===== src/rtl/uart_tx_fifo_pkg.sv =====
// Shared definitions for the UART transmit path: FSM state encoding,
// oversample ratio and the baud divisor computation.
package uart_tx_fifo_pkg;

  localparam int OVERSAMPLE = 16;

  typedef enum logic [1:0] {
    ST_IDLE  = 2'd0,
    ST_START = 2'd1,
    ST_DATA  = 2'd2,
    ST_STOP  = 2'd3
  } tx_state_e;

  // Clock cycles per oversample tick, truncated, never below 1.
  function automatic int calc_divisor(input int clk_freq, input int baud);
    int div;
    div = clk_freq / (baud * OVERSAMPLE);
    return (div < 1) ? 1 : div;
  endfunction

endpackage


===== src/rtl/uart_baud_gen.sv =====
// Oversample tick generator: a 0..DIVISOR-1 counter that emits a one-cycle
// tick on its terminal count. i_clear restarts the count so a bit period
// begins exactly at the clear.
module uart_baud_gen #(
  parameter int DIVISOR = 325
) (
  input  logic clk,
  input  logic rst,
  input  logic i_clear,
  output logic o_tick
);

  localparam int CW = (DIVISOR > 1) ? $clog2(DIVISOR) : 1;

  logic [CW-1:0] cnt_q;

  assign o_tick = (cnt_q == CW'(DIVISOR - 1));

  // Divider counter, restarted by reset or clear, wraps at DIVISOR-1.
  always_ff @(posedge clk) begin
    if (rst || i_clear) begin
      cnt_q <= '0;
    end else if (o_tick) begin
      cnt_q <= '0;
    end else begin
      cnt_q <= cnt_q + CW'(1);
    end
  end

endmodule


===== src/rtl/uart_tx_fifo.sv =====
// Byte FIFO feeding an 8N1 UART transmitter.
// Handshake: i_tx_start is a push strobe with no ready; a byte is taken on
// every cycle it is high unless the FIFO is full and no pop happens that
// cycle, in which case the byte is dropped and o_overflow latches.
// o_fifo_full is advisory for the producer. o_state exposes the FSM state.
module uart_tx_fifo
  import uart_tx_fifo_pkg::*;
#(
  parameter int CLK_FREQ   = 50_000_000,
  parameter int BAUD       = 9600,
  parameter int DATA_BITS  = 8,
  parameter int SB_TICKS   = 16,
  parameter int FIFO_DEPTH = 16
) (
  input  logic                 clk,
  input  logic                 rst,
  input  logic                 i_tx_start,
  input  logic [DATA_BITS-1:0] i_data_send,
  output logic                 o_tx,
  output logic                 o_tx_done,
  output logic                 o_busy,
  output logic                 o_fifo_full,
  output logic                 o_overflow,
  output logic [1:0]           o_state
);

  localparam int DIVISOR  = calc_divisor(CLK_FREQ, BAUD);
  localparam int AW       = $clog2(FIFO_DEPTH);
  localparam int CW       = AW + 1;
  localparam int TICK_MAX = (SB_TICKS > OVERSAMPLE) ? SB_TICKS : OVERSAMPLE;
  localparam int TW       = $clog2(TICK_MAX);
  localparam int BW       = (DATA_BITS > 1) ? $clog2(DATA_BITS) : 1;

  // FIFO storage and bookkeeping
  logic [DATA_BITS-1:0] mem [FIFO_DEPTH];
  logic [AW-1:0]        wr_ptr_q, rd_ptr_q;
  logic [CW-1:0]        count_q;
  logic                 full, empty, pop, push_ok;

  // Transmitter state
  tx_state_e            state_q, state_d;
  logic [TW-1:0]        tick_cnt_q, tick_cnt_d;
  logic [BW-1:0]        bit_cnt_q, bit_cnt_d;
  logic [DATA_BITS-1:0] shift_q, shift_d;
  logic                 tx_q, tx_bit, tx_done, tick;
  logic                 overflow_q;

  assign full    = (count_q == CW'(FIFO_DEPTH));
  assign empty   = (count_q == '0);
  // A full FIFO still takes a byte when the FSM pops in the same cycle.
  assign push_ok = i_tx_start && (!full || pop);

  uart_baud_gen #(.DIVISOR(DIVISOR)) u_baud (
    .clk     (clk),
    .rst     (rst),
    .i_clear (pop),
    .o_tick  (tick)
  );

  // FIFO write port; storage is not reset, only the pointers are.
  always_ff @(posedge clk) begin
    if (push_ok) begin
      mem[wr_ptr_q] <= i_data_send;
    end
  end

  // FIFO pointers and occupancy; push+pop together keeps the count.
  always_ff @(posedge clk) begin
    if (rst) begin
      wr_ptr_q <= '0;
      rd_ptr_q <= '0;
      count_q  <= '0;
    end else begin
      if (push_ok) wr_ptr_q <= wr_ptr_q + AW'(1);
      if (pop)     rd_ptr_q <= rd_ptr_q + AW'(1);
      case ({push_ok, pop})
        2'b10:   count_q <= count_q + CW'(1);
        2'b01:   count_q <= count_q - CW'(1);
        default: count_q <= count_q;
      endcase
    end
  end

  // Sticky record of any dropped push.
  always_ff @(posedge clk) begin
    if (rst) begin
      overflow_q <= 1'b0;
    end else if (i_tx_start && !push_ok) begin
      overflow_q <= 1'b1;
    end
  end

  // FSM state and datapath registers.
  always_ff @(posedge clk) begin
    if (rst) begin
      state_q    <= ST_IDLE;
      tick_cnt_q <= '0;
      bit_cnt_q  <= '0;
      shift_q    <= '0;
    end else begin
      state_q    <= state_d;
      tick_cnt_q <= tick_cnt_d;
      bit_cnt_q  <= bit_cnt_d;
      shift_q    <= shift_d;
    end
  end

  // Next-state logic: frame sequencing, pops and the end-of-frame pulse.
  always_comb begin
    state_d    = state_q;
    tick_cnt_d = tick_cnt_q;
    bit_cnt_d  = bit_cnt_q;
    shift_d    = shift_q;
    pop        = 1'b0;
    tx_done    = 1'b0;
    case (state_q)
      ST_IDLE: begin
        if (!empty) begin
          pop        = 1'b1;
          shift_d    = mem[rd_ptr_q];
          tick_cnt_d = '0;
          state_d    = ST_START;
        end
      end
      ST_START: begin
        if (tick) begin
          if (tick_cnt_q == TW'(OVERSAMPLE - 1)) begin
            tick_cnt_d = '0;
            bit_cnt_d  = '0;
            state_d    = ST_DATA;
          end else begin
            tick_cnt_d = tick_cnt_q + TW'(1);
          end
        end
      end
      ST_DATA: begin
        if (tick) begin
          if (tick_cnt_q == TW'(OVERSAMPLE - 1)) begin
            tick_cnt_d = '0;
            shift_d    = shift_q >> 1;
            if (bit_cnt_q == BW'(DATA_BITS - 1)) begin
              state_d = ST_STOP;
            end else begin
              bit_cnt_d = bit_cnt_q + BW'(1);
            end
          end else begin
            tick_cnt_d = tick_cnt_q + TW'(1);
          end
        end
      end
      ST_STOP: begin
        if (tick) begin
          if (tick_cnt_q == TW'(SB_TICKS - 1)) begin
            tx_done    = 1'b1;
            tick_cnt_d = '0;
            // Chain straight into the next frame when bytes are waiting.
            if (!empty) begin
              pop     = 1'b1;
              shift_d = mem[rd_ptr_q];
              state_d = ST_START;
            end else begin
              state_d = ST_IDLE;
            end
          end else begin
            tick_cnt_d = tick_cnt_q + TW'(1);
          end
        end
      end
      default: state_d = ST_IDLE;
    endcase
  end

  // Line level implied by the current state.
  always_comb begin
    tx_bit = 1'b1;
    case (state_q)
      ST_START: tx_bit = 1'b0;
      ST_DATA:  tx_bit = shift_q[0];
      default:  tx_bit = 1'b1;
    endcase
  end

  // Registered serial output so the line is glitch-free; idles high.
  always_ff @(posedge clk) begin
    if (rst) begin
      tx_q <= 1'b1;
    end else begin
      tx_q <= tx_bit;
    end
  end

  assign o_tx        = tx_q;
  assign o_tx_done   = tx_done;
  assign o_busy      = (state_q != ST_IDLE) || !empty;
  assign o_fifo_full = full;
  assign o_overflow  = overflow_q;
  assign o_state     = state_q;

endmodule


===== config.mk =====
export PLATFORM = sky130hd
export DESIGN_NAME = uart_tx_fifo
export DESIGN_NICKNAME = d
export VERILOG_FILES = /design/src/rtl/uart_tx_fifo_pkg.sv /design/src/rtl/uart_baud_gen.sv /design/src/rtl/uart_tx_fifo.sv
export SDC_FILE = /design/constraint.sdc
export NUM_CORES = 1
export LEC_CHECK = 0
export ABC_AREA = 1
export BUFFER_PORTS_ARGS = -buffer_cell sky130_fd_sc_hd__buf_2
export CORE_UTILIZATION = 50
export CTS_BUF_LIST = sky130_fd_sc_hd__clkbuf_2
export DETAILED_ROUTE_END_ITERATION = 8
export HOLD_SLACK_MARGIN = 0.02
export MAX_ROUTING_LAYER = met4
export PLACE_DENSITY = 0.68
export SLEW_MARGIN = 20
export SYNTH_ARGS = -nofsm -noshare
export SYNTH_HDL_FRONTEND = slang
export SYNTH_SLANG_ARGS = --single-unit

===== constraint.sdc =====
create_clock -name clk -period 5.8 [get_ports clk]
set_input_delay 0.29 -clock clk [delete_from_list [all_inputs] [get_ports clk]]
set_output_delay 0.29 -clock clk [all_outputs]
set_load 0.01 [all_outputs]

# --- Word-level counts from Yosys, hierarchy flattened ---
# Memories as Yosys holds them, arrays and structs flattened. A register that Yosys moved wholly into a read port is not among the register bits.
# Index checks and enable logic that the tools add are counted.
word_totals:
  rom_bits: 0
  register_bits: 41
  mem_count: 1
  ramBits: 128
  inputBits: 11
  latch_bits: 0
  elab_cells: 96
classes:
  n_reduce_logical: 20
  shift: 0
  bitwise_logic: 0
  div: 0
  eq_ne: 19
  n_mul: 0
  magnitude_cmp: 0
  add_sub_neg: 7
  muxes: 39
memory_table:
  columns: ["memory", "words", "width", "read_ports", "rd_clocked_by_memory_dff", "write_ports", "line_no", "source"]
  rows:
  - ["mem", 16, 8, 1, 1, 1, "uart_tx_fifo.sv:35", "logic [DATA_BITS-1:0] mem [FIFO_DEPTH];"]
op_table:
  columns: ["cell", "n"]
  rows:
  - ["$mux W8", 5]
  - ["$pmux W8 S3", 1]
  - ["$mux W4", 5]
  - ["$ne A2 B2 Y1 const B", 9]
  - ["$mux W2", 8]
  - ["$mux W3", 5]
  - ["$add A4 B1 Y4 const B", 3]
  - ["$pmux W5 S2", 1]
  - ["$add A9 B1 Y9 const B", 1]
  - ["$eq A9 B9 Y1 const B", 1]
  - ["$mux W1", 9]
  - ["$pmux W2 S4", 1]
  - ["$pmux W4 S2", 1]
  - ["$reduce_and A8 Y1", 1]
  - ["$eq A2 B2 Y1 const B", 3]
  - ["$pmux W3 S2", 1]
  - ["$reduce_and A6 Y1", 1]
  - ["$reduce_bool A2 Y1", 3]
  - ["$add A5 B1 Y5 const B", 1]
  - ["$eq A5 B5 Y1 const B", 1]
  - ["$logic_not A5 Y1", 1]
  - ["$reduce_and A5 Y1", 1]
  - ["$sub A5 B1 Y5 const B", 1]
  - ["$eq A2 B1 Y1 const B", 2]
  - ["other kinds (13)", 19]

# --- Depth between registers and ports, before layout ---
depth:
  ltp_word: 9
  mapped_depth: 19
  mapped_depth_nobuf: 19

# --- Cells and area by module ---
# From an unflattened synthesis, not the netlist that was laid out.
hier_totals:
  cells_unflattened: 838
  hier_area_um2: 7892.6
modules_own_cells:
  columns: ["mod", "area_each_um2", "seq_area_each_um2", "cells_each", "n_inst"]
  rows:
  - ["uart_tx_fifo", 7437.1, 4564.4, 769, 1]
  - ["uart_baud_gen", 455.4, 180.2, 69, 1]

# --- Worst setup path after synthesis ---
# OpenSTA, ideal clock, no wires.
synth_timing:
  path_type: "flip-flop to flip-flop"
  from: "reg tick_cnt_q[0]"
  to: "mem mem[12][0], enable pin"
  period_less_slack_ns: 2.344
  slack_ns: 3.456
  n_path_buf: 1
  arrival_time_ns: 1.961
  stages_incl_launch_ff: 11
  required_time_ns: 5.417
  path_cell_list: "dfxtp_1 ha_1 nand2_1 nor2_2 nand3_4 o21ai_2 nand2_4 nand2_4 nand2_4 buf_6 nor3_1"
synth_between:
  elab_chain_len: 8
synth_lines:
  columns: ["element", "line_no", "source"]
  rows:
  - ["from (decl)", "uart_tx_fifo.sv:42", "logic [TW-1:0] tick_cnt_q, tick_cnt_d;"]
  - ["from (signal assigned)", "uart_tx_fifo.sv:102", "tick_cnt_q <= tick_cnt_d;"]
  - ["$eq A4 B4 Y1", "uart_tx_fifo.sv:153", "if (tick_cnt_q == TW'(SB_TICKS - 1)) begin"]
  - ["$mux W1", "uart_tx_fifo.sv:153", null]
  - ["$mux W1", "uart_tx_fifo.sv:152", "if (tick) begin"]
  - ["$pmux W1 S2", "uart_tx_fifo.sv:116", "case (state_q)"]
  - ["$logic_or A1 B1 Y1", "uart_tx_fifo.sv:51", "assign push_ok = i_tx_start && (!full || pop);"]
  - ["$logic_and A1 B1 Y1", "uart_tx_fifo.sv:51", null]
  - ["$mux W1", "uart_tx_fifo.sv:62", "if (push_ok) begin"]
  - ["$mux W1 (not written as such)", "uart_tx_fifo.sv:63", "mem[wr_ptr_q] <= i_data_send;"]
  - ["to (decl)", "uart_tx_fifo.sv:35", null]
# Every way passes these cells.

==> impl_metrics.json <==
{
  "outcome": "finished clean",
  "place_area_um2": 7610,
  "ff2ff_setup_slack_ps": 2650,
  "clockBufferDepth": 2,
  "min_path_type": "input port to register",
  "fillers": 1209,
  "ant_nets": 0,
  "timing.final.crit_share_pct": 54.3,
  "synthesis.instances": 692,
  "netlist.area_leader.share_pct": 51.9,
  "power.total_mw": 3.24,
  "drt-total-wl_mm": 16.4,
  "yosysWarnings": 0,
  "syn_avg_cell_area_um2": 10.7,
  "yosys.cell_count.top_type": "nor2_1",
  "cts_sinks": 173,
  "finalMaxSlewViolations": 0,
  "synth-edff-count": 128,
  "rsz0062_at_grt": "no",
  "grt_pass1_wl_mm": 25.8,
  "register_area_um2": 4750,
  "synth-seq-cells": 173,
  "criticalPathCategory": "register to register",
  "vias_per_cell": 5.66,
  "dieArea_um2": 15300,
  "met2_wirelength_mm": 7.76,
  "die_x_um": 124,
  "synth_top_area_cell": "edfxtp_1",
  "critPathRequiredTime_ps": 6490,
  "path_buf_inv": 1,
  "pre_cts_ws_ps": 2920,
  "dp_cells": 863,
  "max_cap_viol_count": 0,
  "startpoint_type": "register",
  "p_leak_nw": 2.90,
  "clock_skew_ps": 30.2,
  "grt_max_degree": 67,
  "clkLatencyLatePin_ps": 750,
  "hold_violations": 0,
  "timing.rr.end": "shift_q[3]",
  "start_util_pct": 51.1,
  "cts_resized": 0,
  "cts_buffers": 17,
  "crit_end": "shift_q[3]",
  "reg2reg_depth": 8,
  "yosysSeqAreaShare_pct": 64.1,
  "area_delta_synth_final_pct": 9.55,
  "antenna_cells": 0,
  "cp_top_family": "buffers and inverters",
  "top_layer": "met4",
  "hpwl_mm": 10.5,
  "worstPathCellList": "clkinv_1, nor2_1, o21ai_0, o211ai_1, nand3_1, nand3_1, nand2_1, a21oi_1",
  "fmax_mhz": 318,
  "cpMostUsedCell": "nand3_1",
  "root_buffer": "clkbuf_2",
  "crit_path_end_kind": "register",
  "cp_max_fo": 40,
  "max_slew_margin_pct": 30.4,
  "cts_tree": "done",
  "crit_cells": 8,
  "pin_count": 18,
  "drive_gt1_share_pct": 11.2,
  "synthTopCellsByCount": "137 x nor2_1, 128 x edfxtp_1, 73 x o21ai_0",
  "slowest_stage": "clkinv_1",
  "finalSetupViolCount": 0,
  "p_per_area_nw_per_um2": 400,
  "place_congestion": 0.866,
  "drt_iter0_markers": 498,
  "async_reset_ff_share_pct": 0,
  "finalSetupTns_ps": 0,
  "ys_types": 37,
  "grt-ovfl-total": 0,
  "final.min_clock_period_ps": 3150,
  "clk_pin_slew_ps": 210,
  "drc": 0,
  "final_core_util_pct": 56.0,
  "hold-worst-slack_ps": 423,
  "num_rows": 44,
  "worst_pin_slew_ps": 1040,
  "num_vias": 5126,
  "dr_wl_met3_mm": 1.00,
  "final_cell_count_no_fill": 906,
  "ys_top_cells_by_area": "edfxtp_1 52%, dfxtp_1 12%, nor2_1 6.9%, o21ai_0 4.9%, ha_1 3.2%",
  "ctsHtreeMaxLevel": 4,
  "antenna_found_initial": 0,
  "fin_nets": 740,
  "dr.pass1.iters": 5,
  "multi_input_area_um2": 2410,
  "fin_ws_ps": 2650,
  "grt_pass1_vias": 4802,
  "synth_ff_type": "edfxtp_1",
  "ir_drop_uv": 270,
  "synth_area_um2": 7400,
  "grt_use_total_pct": 24.0,
  "wl_per_cell_um": 18.1,
  "cp.arrival_ps": 3830,
  "synth_nets": 723,
  "finalInstanceArea_um2": 8110,
  "core_area_um2": 14500,
  "portBuffers": 17,
  "crit_path_max_incr_delay_ps": 1090,
  "hold_start": "i_tx_start",
  "drt-met1-wl_mm": 7.25,
  "die_h_um": 124
}
==> state kept, by name, indices dropped and copies added, names as in the netlist, 2 cells and up, named ones only <==
name,count
bit_cnt_q,3
tick_cnt_q,4
wr_ptr_q,4
mem,128
count_q,5
u_baud.cnt_q,9
shift_q,8
o_state,2
rd_ptr_q,4
==> repair_timing <==
item,CTS,global route
buffers inserted,0,0
hold buffers,11,0
endpoints found under the hold margin,146,0
==> how the worst min path moves through the flow <==
stage                            to  slack, ps  cells after the start
floorplan                 mem[0][0]        390                      0
global placement    u_baud.cnt_q[0]        440                      1
detailed placement       o_overflow        450                      1
CTS                     wr_ptr_q[3]        350                      4
global route            wr_ptr_q[3]        390                      4
finish                  wr_ptr_q[3]        420                      4
==> cell families after synthesis <==
| kind of cell | Yosys count | synth area share (%) |
|---|---|---|
| buf+inv | 80 | 4.45 |
| flops | 173 | 64.1 |
| xor+xnor | 10 | 1.18 |
| fa+ha+maj | 20 | 3.48 |
| simple gates | 268 | 15.8 |
| compound gates | 141 | 11.0 |
==> final cells by class <==
cell class | count | share of cell area (%)
Timing Repair Buffer | 29 | 2.50
Inverter | 49 | 2.28
Clock inverter | 14 | 3.04
Multi-Input combinational cell | 439 | 29.7
Tap cell | 184 | 2.84
Clock buffer | 18 | 1.11
Sequential cell | 173 | 58.5
==> worst min-delay path, cell delays in order <==
cell,delay (ps)
dlygate4sd3_1,530
buf_2,160
nand3_1,90
a21oi_1,60
==> power by group <==
part           internal (mW)  switching, mW  leakage (nW)
registers               1.42         0.0687          1.52
clock network          0.408          0.398         0.188
logic                  0.294          0.655          1.19
==> metal layers <==
metal	vias to the layer above	track usage, %
li1	2446	-
met1	2468	32.5
met3	30	5.40
met2	182	35.5
met4	0	8.73
met5	-	-
==> placed cells by master, fill, tap and decap left out, types with 5 or more instances in the layout <==
cell	count
clkbuf_2	18
inv_1	43
o221ai_1	6
nand3_1	37
xor2_1	10
o211ai_1	24
ha_1	19
nand2_1	58
o21ai_0	73
o21ai_1	5
nor2_1	137
a21oi_1	24
clkinv_1	5
buf_2	17
dlygate4sd3_1	11
dfxtp_1	44
edfxtp_1	128
bufinv_16	7
nor3_2	16
(Power assumes the default switching activity.)
